===== src/rtl/binary_divider_pkg.sv =====
// Shared definitions for the binary divider slice.
//   state_t        : divider FSM states
//   DEFAULT_WIDTH  : default operand/result width
package binary_divider_pkg;

  localparam int DEFAULT_WIDTH = 4;

  typedef enum logic [1:0] {
    LOAD = 2'd0,
    ITER = 2'd1,
    DONE = 2'd2
  } state_t;

endpackage : binary_divider_pkg


===== src/rtl/binary_divider_if.sv =====
// Operand/result bundle for the binary divider.
//   dividend, divisor  : unsigned operands, driven by the master
//   quotient, remainder: registered results, driven by the divider
//   valid              : one-cycle strobe when the results update
interface binary_divider_if
  import binary_divider_pkg::*;
#(
  parameter int WIDTH = DEFAULT_WIDTH
);

  logic [WIDTH-1:0] dividend;
  logic [WIDTH-1:0] divisor;
  logic [WIDTH-1:0] quotient;
  logic [WIDTH-1:0] remainder;
  logic             valid;

  modport master (
    output dividend,
    output divisor,
    input  quotient,
    input  remainder,
    input  valid
  );

  modport slave (
    input  dividend,
    input  divisor,
    output quotient,
    output remainder,
    output valid
  );

endinterface : binary_divider_if


===== src/rtl/binary_divider_step.sv =====
// One combinational restoring-division iteration.
//   a, q, m        : partial remainder, quotient/dividend shift register, divisor
//   a_next, q_next : values after shifting {a,q} left and a trial subtract
module binary_divider_step
  import binary_divider_pkg::*;
#(
  parameter int WIDTH = DEFAULT_WIDTH
) (
  input  logic [WIDTH-1:0] a,
  input  logic [WIDTH-1:0] q,
  input  logic [WIDTH-1:0] m,
  output logic [WIDTH-1:0] a_next,
  output logic [WIDTH-1:0] q_next
);

  // The shifted partial remainder can exceed WIDTH bits before the compare.
  logic [WIDTH:0] a_sh;
  logic           ge;

  assign a_sh = {a, q[WIDTH-1]};
  assign ge   = (a_sh >= {1'b0, m});

  // After a successful subtract the result is below m, so it fits WIDTH bits.
  // With m == 0 the top bit is dropped here, which leaves the remainder equal
  // to the dividend once all bits have been shifted through.
  assign a_next = ge ? WIDTH'(a_sh - {1'b0, m}) : a_sh[WIDTH-1:0];
  assign q_next = {q[WIDTH-2:0], ge};

endmodule : binary_divider_step


===== src/rtl/binary_divider.sv =====
// Free-running sequential unsigned divider, one quotient bit per clock.
// Samples operands in LOAD, iterates WIDTH times, publishes in DONE with a
// one-cycle valid strobe, then samples again (period WIDTH+2 cycles).
//   clk : rising-edge clock
//   rst : asynchronous active-low reset
//   bus : operand/result bundle (slave side)
//
//   state | meaning
//   LOAD  | clear A, capture dividend into Q and divisor into M
//   ITER  | one shift/trial-subtract per cycle, WIDTH cycles
//   DONE  | register quotient/remainder, pulse valid
module binary_divider
  import binary_divider_pkg::*;
#(
  parameter int WIDTH = DEFAULT_WIDTH
) (
  input  logic            clk,
  input  logic            rst,
  binary_divider_if.slave bus
);

  localparam int CW = $clog2(WIDTH + 1);

  state_t           state;
  logic [WIDTH-1:0] a_r;
  logic [WIDTH-1:0] q_r;
  logic [WIDTH-1:0] m_r;
  logic [CW-1:0]    count;
  logic [WIDTH-1:0] quotient_r;
  logic [WIDTH-1:0] remainder_r;
  logic             valid_r;
  logic [WIDTH-1:0] a_next;
  logic [WIDTH-1:0] q_next;

  binary_divider_step #(.WIDTH(WIDTH)) u_step (
    .a      (a_r),
    .q      (q_r),
    .m      (m_r),
    .a_next (a_next),
    .q_next (q_next)
  );

  always_ff @(posedge clk or negedge rst) begin
    if (!rst) begin
      state       <= LOAD;
      a_r         <= '0;
      q_r         <= '0;
      m_r         <= '0;
      count       <= '0;
      quotient_r  <= '0;
      remainder_r <= '0;
      valid_r     <= 1'b0;
    end else begin
      case (state)
        LOAD: begin
          a_r     <= '0;
          q_r     <= bus.dividend;
          m_r     <= bus.divisor;
          count   <= CW'(WIDTH);
          valid_r <= 1'b0;
          state   <= ITER;
        end
        ITER: begin
          a_r   <= a_next;
          q_r   <= q_next;
          count <= count - CW'(1);
          if (count == CW'(1)) state <= DONE;
        end
        DONE: begin
          quotient_r  <= q_r;
          remainder_r <= a_r;
          valid_r     <= 1'b1;
          state       <= LOAD;
        end
        default: begin
          valid_r <= 1'b0;
          state   <= LOAD;
        end
      endcase
    end
  end

  assign bus.quotient  = quotient_r;
  assign bus.remainder = remainder_r;
  assign bus.valid     = valid_r;

endmodule : binary_divider


===== src/flat_wrapper.sv =====
// flat-port wrapper written by rule: the top's interface ports become plain ports
module binary_divider_flat import binary_divider_pkg::*;
#(
  parameter int WIDTH = DEFAULT_WIDTH
)
  (clk, rst, bus_dividend, bus_divisor, bus_quotient, bus_remainder, bus_valid);
  binary_divider_if #(.WIDTH(WIDTH)) bus_i ();
  input  logic clk;
  input  logic rst;
  input wire logic [$bits(bus_i.dividend)-1:0] bus_dividend;
  input wire logic [$bits(bus_i.divisor)-1:0] bus_divisor;
  output wire logic [$bits(bus_i.quotient)-1:0] bus_quotient;
  output wire logic [$bits(bus_i.remainder)-1:0] bus_remainder;
  output wire logic [$bits(bus_i.valid)-1:0] bus_valid;
  assign bus_i.dividend = bus_dividend;
  assign bus_i.divisor = bus_divisor;
  assign bus_quotient = bus_i.quotient;
  assign bus_remainder = bus_i.remainder;
  assign bus_valid = bus_i.valid;
  binary_divider #(.WIDTH(WIDTH)) u_core (.clk(clk), .rst(rst), .bus(bus_i));
endmodule

===== config.mk =====
export PLATFORM = sky130hd
export DESIGN_NAME = binary_divider_flat
export DESIGN_NICKNAME = d
export VERILOG_FILES = /design/src/rtl/binary_divider_pkg.sv /design/src/rtl/binary_divider_if.sv /design/src/rtl/binary_divider_step.sv /design/src/rtl/binary_divider.sv /design/src/flat_wrapper.sv
export SDC_FILE = /design/constraint.sdc
export NUM_CORES = 1
export LEC_CHECK = 0
export ABC_AREA = 0
export BUFFER_PORTS_ARGS = -buffer_cell sky130_fd_sc_hd__buf_4
export CAP_MARGIN = 30
export CORE_ASPECT_RATIO = 0.8
export CORE_MARGIN = 10
export CORE_UTILIZATION = 40
export CTS_BUF_LIST = sky130_fd_sc_hd__clkbuf_4
export CTS_CLUSTER_SIZE = 30
export DETAILED_ROUTE_END_ITERATION = 6
export SLEW_MARGIN = 20
export SYNTH_ARGS = -nofsm -noshare
export SYNTH_HDL_FRONTEND = slang
export SYNTH_SLANG_ARGS = --single-unit

===== constraint.sdc =====
create_clock -name clk -period 1.7 [get_ports clk]
set_clock_uncertainty 0.05 [all_clocks]
set_input_delay 0.34 -clock clk [delete_from_list [all_inputs] [get_ports clk]]
set_output_delay 0.34 -clock clk [all_outputs]
set_load 0.05 [all_outputs]

=== Word level (Yosys, flattened, before mapping) ===
Cells that the tools add are included.

* Word-level logic and storage cells: 24
* Bits of input ports: 10
* Flip-flop bits (word level): 26
* Output and inout bits: 9

* Magnitude comparators: 1
* Reductions and logical operators: 2
* Equality and inequality tests: 4
* Add/sub/neg operators: 2
* Mux-type cells: 7

{| class="wikitable"
|+ Operators with widths
! kind !! number
|-
| $pmux 4 s2 || 2
|-
| $pmux 3 s2 || 1
|-
| $ge 5x4->1 || 1
|-
| $mux 4 || 1
|-
| $pmux 2 s2 || 1
|-
| $sub 4x4->4 || 1
|-
| $eq 3x1->1 const B || 1
|-
| $sub 3x1->3 const B || 1
|-
| $eq 2x1->1 const B || 1
|-
| $eq 2x2->1 const B || 1
|-
| $logic_not 2->1 || 1
|-
| $mux 2 || 1
|-
| $ne 2x1->1 const B || 1
|-
| $pmux 1 s2 || 1
|-
| $reduce_bool 2->1 || 1
|}

=== Logic depth before layout (Yosys ltp) ===
Gate-level depths: netlist of the first run.

* Word-level depth: 3
* Depth in mapped cells: 7
* Gate-level depth less buffers: 7

=== By module ===
From an unflattened synthesis of the first run, not the netlist that was laid out.

* Cells, all modules: 111
* Area total of the unflattened synthesis: 1290.0 sq um

{| class="wikitable"
|+ By module, submodules not included
! module !! cells an instance !! area each (sq um) !! sequential area each (sq um) !! times used
|-
| binary_divider || 79 || 1052.3 || 650.6 || 1
|-
| binary_divider_step || 32 || 237.7 || 0.0 || 1
|}

=== Worst setup path after synthesis of the first run ===
OpenSTA, ideal clock, no wires.

* Kind: reg-to-reg
* Start point: reg u_core.a_r[1]
* End point: reg u_core.a_r[0]
* Arrival: 1.746 ns
* Setup time: 0.075 ns
* Required time: 1.575 ns
* Setup slack: -0.171 ns
* Clock period less this slack: 1.871 ns
* Path buffers: 0
* Cell stages (with the launch flop): 7
* Cells stage by stage: dfrtp_1 > ha_1 > or2_1 > a211oi_1 > nor2_2 > mux2_4 > o21ai_2

* Cells in the longest elaborated chain, start to end: 3

{| class="wikitable"
|+ Ends and longest elaborated chain
! element !! RTL line !! source
|-
| from (decl) || binary_divider.sv:25 || <nowiki>logic [WIDTH-1:0] a_r;</nowiki>
|-
| from (signal assigned) || binary_divider.sv:64 || <nowiki>a_r <= a_next;</nowiki>
|-
| $ge 5x4->1 || binary_divider_step.sv:21 || <nowiki>assign ge = (a_sh >= {1'b0, m});</nowiki>
|-
| $mux 4 || binary_divider_step.sv:26 || <nowiki>assign a_next = ge ? WIDTH'(a_sh - {1'b0, m}) : a_sh[WIDTH-1:0];</nowiki>
|-
| $pmux 4 s2 || binary_divider.sv:54 || <nowiki>case (state)</nowiki>
|}

No other way between the ends.
A chain may end at the register's enable or synchronous reset.

=== Final worst setup path of the first run ===
Same ends and word-level chain as after synthesis.

==> results of run 1 <==
cells in the final DEF, fill, tap and decap left out, drive strengths merged:
| cell type | Yosys | final |
|---|---|---|
| a211oi | 1 | 1 |
| a21oi | 1 | 1 |
| a221oi | 1 | 1 |
| a22oi | 1 | 1 |
| a31oi | 1 | 1 |
| buf | 1 | 33 |
| bufinv | 0 | 1 |
| clkbuf | 3 | 3 |
| dfrtp | 26 | 26 |
| dlygate4sd3 | 0 | 1 |
| fa | 1 | 1 |
| ha | 6 | 6 |
| inv | 9 | 9 |
| mux2 | 9 | 9 |
| mux2i | 5 | 5 |
| nand2 | 15 | 15 |
| nand2b | 3 | 3 |
| nand3b | 1 | 1 |
| nor2 | 2 | 2 |
| nor2b | 1 | 1 |
| nor3b | 1 | 1 |
| o21ai | 19 | 19 |
| or2 | 1 | 1 |
| or4 | 1 | 1 |
| xnor2 | 2 | 2 |
area by class of cell:
class	count	share of cell area
flip-flops and latches	26	0.399
multi-input cells	72	0.358
repair buffers	34	0.161
well taps	38	0.0292
inverters	9	0.0207
clock inverters	1	0.0184
clock buffers	3	0.0138
logic make-up after synthesis:
| kind of cell | count (synthesis) | synth area share |
|---|---|---|
| AO/OA/AOI/OAI | 24 | 0.115 |
| buffers and inverters | 13 | 0.0406 |
| XOR/XNOR | 2 | 0.0142 |
| flip-flops | 26 | 0.527 |
| adder cells (fa/ha/maj) | 7 | 0.0771 |
| AND/OR/NAND/NOR | 25 | 0.0974 |
| multiplexers | 14 | 0.129 |
synth_stat cells (all sizes together) (2+ instances only):
cell type / count / area share
xnor2: 2 / 0.014
nand2b: 3 / 0.015
ha: 6 / 0.061
o21ai: 19 / 0.083
dfrtp: 26 / 0.53
nor2: 2 / 0.0081
nand2: 15 / 0.046
mux2: 9 / 0.088
inv: 9 / 0.027
mux2i: 5 / 0.041
clkbuf: 3 / 0.0091
per-layer routing:
metal / track usage / up-vias
li1: - / 444
met1: 0.121 / 440
met2: 0.155 / 15
met3: 0.0439 / 2
met4: 0.0112 / 0
met5: 0 / -
power by group through the flow:
stage	combinational [mW]	sequential, mW	clock (mW)
floorplan	0.0989	0.991	0
global placement	0.521	0.745	0
detailed placement	0.524	0.748	0
CTS	0.531	0.736	0.435
global route	0.559	0.748	0.458
finish	0.524	0.734	0.425
worst max path at each step:
stage	to	start
after floorplan	u_core.a_r[0]	u_core.a_r[2]
after global placement	u_core.a_r[0]	u_core.a_r[1]
after detailed placement	u_core.a_r[0]	u_core.a_r[1]
after CTS	u_core.a_r[0]	u_core.a_r[1]
after global routing	u_core.a_r[0]	u_core.a_r[1]
final	u_core.a_r[0]	u_core.a_r[1]
repair_timing:
action	CTS	global route
gates cloned	0	0
setup buffers	2	0
hold buffers	1	0
pin swaps	3	3
setup endpoints to repair	5	5
resized for setup	7	1
hold endpoints to repair	26	0
registers in the layout (all words and copies together) (netlist names):
signal / flops
u_core.a_r: 4
u_core.bus.quotient: 4
u_core.bus.remainder: 4
u_core.m_r: 4
u_core.q_r: 4
u_core.count: 3
u_core.state: 2
u_core.bus.valid: 1
critical path, delay by kind of cell (launching register included):
family | cells | cell delay [ns]
AO/OA/AOI/OAI | 2 | 0.28
AND/OR/NAND/NOR | 2 | 0.56
adder cells (fa/ha/maj) | 1 | 0.18
flip-flops | 1 | 0.45
multiplexers | 1 | 0.31
metrics by stage:
| step | instances | util | TNS [ns] | power (mW) |
|---|---|---|---|---|
| floorplan | 111 | - | -0.260 | 1.09 |
| CTS | 183 | 0.569 | -0.640 | 1.70 |
| detailed placement | 176 | 0.530 | -0.905 | 1.27 |
| global placement | 176 | 0.530 | -0.521 | 1.27 |
| finish | 183 | 0.572 | -0.577 | 1.68 |
| global route | 183 | 0.572 | -0.974 | 1.77 |
==> flow_summary_export.csv, run 1 <==
group,metric,value,unit
finish,nets,163,
hold_path,min_path_cells,3,
worst_setup_path,path_max_fanout,4,
worst_setup_path,rr_startpoint,"u_core.a_r[1]",
global_route,grt_pass1_vias,960,
timing,drv_slew,0,
global_route,track_usage,0.0976,
placed_design,portBuffers,18,
status,status,"complete, but fails checks",
finish,layout-drive-gt1-share,0.386,
finish,finish.instance_area,0.00163,sq mm
power,p_leak,0.779,nW
routing,top_layer,"met4",
synthesis,syn_inst,111,
routing,wl,2600,um
floorplanning,dieArea,0.00572,sq mm
timing,holdWs,0.160,ns
hold_path,min-delay-start,"bus_divisor[1]",
run,cap_violations,0,
placed_design,dp_hpwl,1940,um
routing,wl_met1,1150,um
synthesis,syn-num-nets,128,
routing,via_per_inst,4.92,
timing,tightest_slew,0.497,ns
finish,regArea,651,sq um
cts,cts_buffers,3,
power,peakVddDrop,0.876,mV
placed_design,postPlaceCellArea,0.00151,sq mm
worst_setup_path,cp_slowest_stage_delay,0.49,ns
status,violations,"setup timing",
cts,clock_latency,0.32,ns
synthesis,netlist_area,0.00123,sq mm
synthesis,ys_warn_count,0,
worst_setup_path,endpoint_kind,"flop",
timing,finalCriticalPeriod,1.89,ns
synthesis,yosysSeqAreaShare,0.527,
worst_setup_path,critPathRequiredTime,1.91,ns
routing,drtIter0Drc,43,
timing,hold_violations,0,
routing,wl_met3,177,um
cts,cts_tree,"built",
floorplanning,die-width,82.1,um
synthesis,syn_area_per_cell,11.1,sq um
synthesis,synth-main-ff-cell,"dfrtp_1",
timing,fin_crit_sh,1.11,
timing,rsz0062_at_grt,"true",
timing,setup_ws,-0.195,ns
cts,clock_path_buffers,2,
synthesis,synth_edf_count,0,
routing,num_vias,901,
power,swShare,0.335,
hold_path,hold_path_class,"in2reg",
power,power.share.clock,0.252,
cts,htree_levels,1,
synthesis,yosysUniqueCellTypes,26,
finish,diodes,0,
synthesis,async_flop_share,1.00,
power,pwr-share-comb,0.311,
routing,drc,0,
cts,cts_root_buffer,"clkbuf_4",
global_route,grt_max_degree,27,
timing,fmax,528,MHz
global_route,antenna_found_initial,0,
cts,clkSinkCount,26,
power,powerDensity,1030,mW/mm^2
timing,relSlewSlack,0.669,
floorplanning,rows,17,
floorplanning,die_y,69.7,um
worst_setup_path,startpoint_type,"flop",
global_route,overflow,0,
worst_setup_path,worstReg2RegEnd,"u_core.a_r[0]",
worst_setup_path,reg2regPathDepth,6,
hold_path,min_to,"u_core.m_r[1]",
placed_design,post-place-ws,-0.236,ns
routing,drtPass1Iterations,4,
placed_design,place.gp.congestion,0.815,
power,p_int,1.12,mW
power,power.switching,0.564,mW
worst_setup_path,reg2reg_setup_slack,-0.19,ns
timing,setup_viol,4,
floorplanning,initial_core_util,0.433,
cts,clk_pin_slew,0.15,ns
floorplanning,core_area,0.00285,sq mm
global_route,grt_pass1_wl,4490,um
finish,nFillCells,262,
worst_setup_path,slowest_stage,"or4_4",
worst_setup_path,cp.arrival,2.11,ns
finish,multi_input_area,583,sq um
routing,wl_per_cell,14.2,um
worst_setup_path,path_class,"reg2reg",
finish,syn_to_final_growth,32.0,%
power,seq_power_share,0.436,
routing,wl_met2,1250,um
synthesis,ys_ff_latch,26,
routing,antenna_left,0,
worst_setup_path,cp_cell_sequence,"ha_4 -> or4_4 -> a21oi_4 -> nor2_4 -> mux2_4 -> o21ai_2",
floorplanning,io_pins,19,
Note: power is estimated with default switching activity, not from simulation.
==> run 2, diff against run 1 <==
- ABC_AREA: 0 -> 1
==> run 2 against run 1 <==
Against the previous run: the run now ends clean; synthesized cell count rose by 25%; final area decreased by 6.8%; sequential share of layout area is 2.9 points higher; critical endpoint is now u_core.a_r[2]; largest cell class unchanged; highest routed layer unchanged.
==> flow_summary_export.csv, run 2 <==
group,metric,value,unit
status,status,"complete, no violations",
finish,layout_commonest_cell,"nand2_1",
synthesis,yosysSeqAreaShare,0.501,
global_route,grt_max_degree,27,
worst_setup_path,critPathMostFrequentCell,"nand2_1",
worst_setup_path,cp_cell_sequence,"inv_1 -> ha_1 -> fa_1 -> xor2_1 -> nand2_1 -> nand3_1 -> nand2_1",
finish,diodes,0,
routing,drtPass1Iterations,5,
finish,multi_input_area,534,sq um
synthesis,syn_area_per_cell,9.33,sq um
routing,antenna_left,0,
synthesis,synth.top_cell.area_share,0.501,
synthesis,ys_ff_latch,26,
timing,finalCriticalPeriod,1.56,ns
timing,fin_tns_setup,0,ns
synthesis,synth_commonest_cells,"39 x nand2_1, 26 x dfrtp_1, 19 x inv_1",
routing,wl,2490,um
power,peakVddDrop,0.463,mV
synthesis,synth_edf_count,0,
power,power.switching,0.592,mW
worst_setup_path,slowest_stage,"fa_1",
synthesis,yosysUniqueCellTypes,23,
finish,nets,178,
worst_setup_path,cp.arrival,1.74,ns
floorplanning,initial_core_util,0.417,
cts,clkSinkCount,26,
global_route,overflow,0,
power,p_leak,0.848,nW
power,p_int,1.10,mW
routing,wl_per_cell,12.5,um
timing,hold_violations,0,
worst_setup_path,critPathRequiredTime,1.88,ns
synthesis,async_flop_share,1.00,
synthesis,synth-main-ff-cell,"dfrtp_1",
worst_setup_path,crit_family,"adder cells",
finish,nFillCells,300,
floorplanning,dieArea,0.00594,sq mm
cts,clk_pin_slew,0.15,ns
placed_design,place.gp.congestion,0.873,
floorplanning,io_pins,19,
power,power.share.clock,0.254,
cts,postCtsSetupBuffers,0,
power,seq_power_share,0.438,
finish,syn_to_final_growth,17.1,%
cts,cts_root_buffer,"clkbuf_4",
timing,setup_viol,0,
synthesis,netlist_area,0.00130,sq mm
synthesis,syn-num-nets,156,
timing,holdWs,0.143,ns
cts,htree_levels,1,
timing,rsz0062_at_grt,"false",
routing,drtIter0Drc,44,
routing,num_vias,941,
placed_design,portBuffers,18,
global_route,track_usage,0.0877,
worst_setup_path,endpoint_kind,"flop",
synthesis,ys_warn_count,0,
placed_design,dp_hpwl,1910,um
routing,via_per_inst,4.71,
floorplanning,die_y,70.9,um
power,pwr-share-comb,0.308,
routing,drc,0,
worst_setup_path,path_class,"reg2reg",
power,powerDensity,1120,mW/mm^2
cts,cts_buffers,3,
cts,clock_path_buffers,2,
finish,layout_common_cells,"39 x nand2_1, 26 x dfrtp_1, 19 x inv_1, 19 x buf_4, 13 x o21ai_1",
global_route,grt_pass1_vias,917,
global_route,antenna_found_initial,0,
timing,relSlewSlack,0.598,
synthesis,syn_inst,139,
run,cap_violations,0,
worst_setup_path,path_max_fanout,3,
power,swShare,0.350,
worst_setup_path,cp.buffers_inverters,1,
synthesis,yosysMostFrequentCell,"nand2_1",
finish,layout-drive-gt1-share,0.225,
timing,drv_slew,0,
floorplanning,rows,18,
timing,tightest_slew,0.603,ns
cts,cts_tree,"built",
worst_setup_path,cp_slowest_stage_delay,0.40,ns
floorplanning,core_area,0.00311,sq mm
timing,fin_crit_sh,0.917,
worst_setup_path,startpoint_type,"flop",
hold_path,hold_path_class,"in2reg",
synthesis,synth_top_area_cell,"dfrtp_1",
cts,clock_latency,0.33,ns
synthesis,synth.area.top_cells,"dfrtp_1 50%, nand2_1 11%, ha_1 5.8%, inv_1 5.5%, o21ai_1 5.0%",
floorplanning,die-width,83.7,um
finish,regArea,651,sq um
global_route,grt_pass1_wl,4460,um
timing,fmax,641,MHz
[run 2: changes by cell type in the layout (fill, tap and decap cells not counted), sizes merged, moves of 2 or more]
cell,before,now
xnor2,2,0
buf,33,19
o21ai,19,14
mux2i,5,0
a22oi,1,4
nand3,0,12
inv,9,21
mux2,9,1
nand2b,3,0
nor2,2,4
nand2,15,43
[run 2: cell type report]
type,instances,area share
clock inverters,1,0.0198
inverters,21,0.0519
multi-input cells,89,0.352
flip-flops and latches,26,0.428
clock buffers,3,0.0148
well taps,40,0.0329
repair buffers,20,0.100
[run 2: cells by family (layout without fill, tap and decap cells)]
logic type,after synthesis,after routing,synth area share
xor gates and xnor gates,1,1,0.00675
adders and majority gates,7,7,0.0733
and+or+nand+nor,59,59,0.209
buffers and inverters,24,45,0.0868
AOI/OAI and AO/OA,21,21,0.111
DFF,26,26,0.501
muxes,1,1,0.0116
[run 2: what timing repair did]
| action | in CTS | in global routing |
|---|---|---|
| endpoints found under the setup margin | 0 | 0 |
| hold buffers | 1 | 0 |
| endpoints found under the hold margin | 26 | 0 |
| resized for setup | 0 | 0 |
[run 2: per-stage QoR]
| stage | power, mW | cells | instance area [sq um] | utilization | setup WS, ns |
|---|---|---|---|---|---|
| 6_report | 1.69 | 200 | 1520 | 0.489 | 0.141 |
| 5_1_grt | 1.77 | 200 | 1520 | 0.489 | 0.00983 |
| 4_1_cts | 1.71 | 200 | 1520 | 0.489 | 0.136 |
| 3_5_place_dp | 1.28 | 195 | 1460 | 0.469 | 0.168 |
| 3_3_place_gp | 1.28 | 195 | 1460 | 0.469 | 0.142 |
| 2_1_floorplan | 1.10 | 139 | 1300 | - | 0.294 |
[run 2: routing by layer]
layer	vias to the layer above	global-route usage	wire length, um
met5	-	0	0
met4	0	0.0111	8
met3	2	0.0378	182
met2	23	0.116	942
met1	433	0.129	1360
li1	483	-	-
[run 2: worst reg2reg max path, cell delays in order (launching register included)]
cell     delay, ns
dfrtp_1       0.38
inv_1         0.09
ha_1          0.23
fa_1          0.40
xor2_1        0.14
nand2_1       0.07
nand3_1       0.07
nand2_1       0.05
[run 2: power groups by stage]
stage          registers (mW)  clock network, mW  logic (mW)
2_1_floorplan            1.00                  0       0.103
3_3_place_gp            0.750                  0       0.525
3_5_place_dp            0.755                  0       0.528
4_1_cts                 0.743              0.439       0.531
5_1_grt                 0.753              0.462       0.556
6_report                0.742              0.431       0.521
[run 2: worst paths after layout]
| path | slack [ns] | depth (start not counted) | from | end |
|---|---|---|---|---|
| min in group asynchronous | 0.38 | 2 | rst | u_core.m_r[2] |
| worst max register to register | 0.14 | 7 | u_core.q_r[3] | u_core.a_r[2] |
| worst max-delay path | 0.14 | 7 | u_core.q_r[3] | u_core.a_r[2] |
| max in group asynchronous | 0.96 | 2 | rst | u_core.bus.quotient[0] |
| worst min-delay path | 0.14 | 3 | bus_divisor[0] | u_core.m_r[0] |
| worst min register to register | 0.45 | 2 | u_core.bus.valid | u_core.bus.valid |
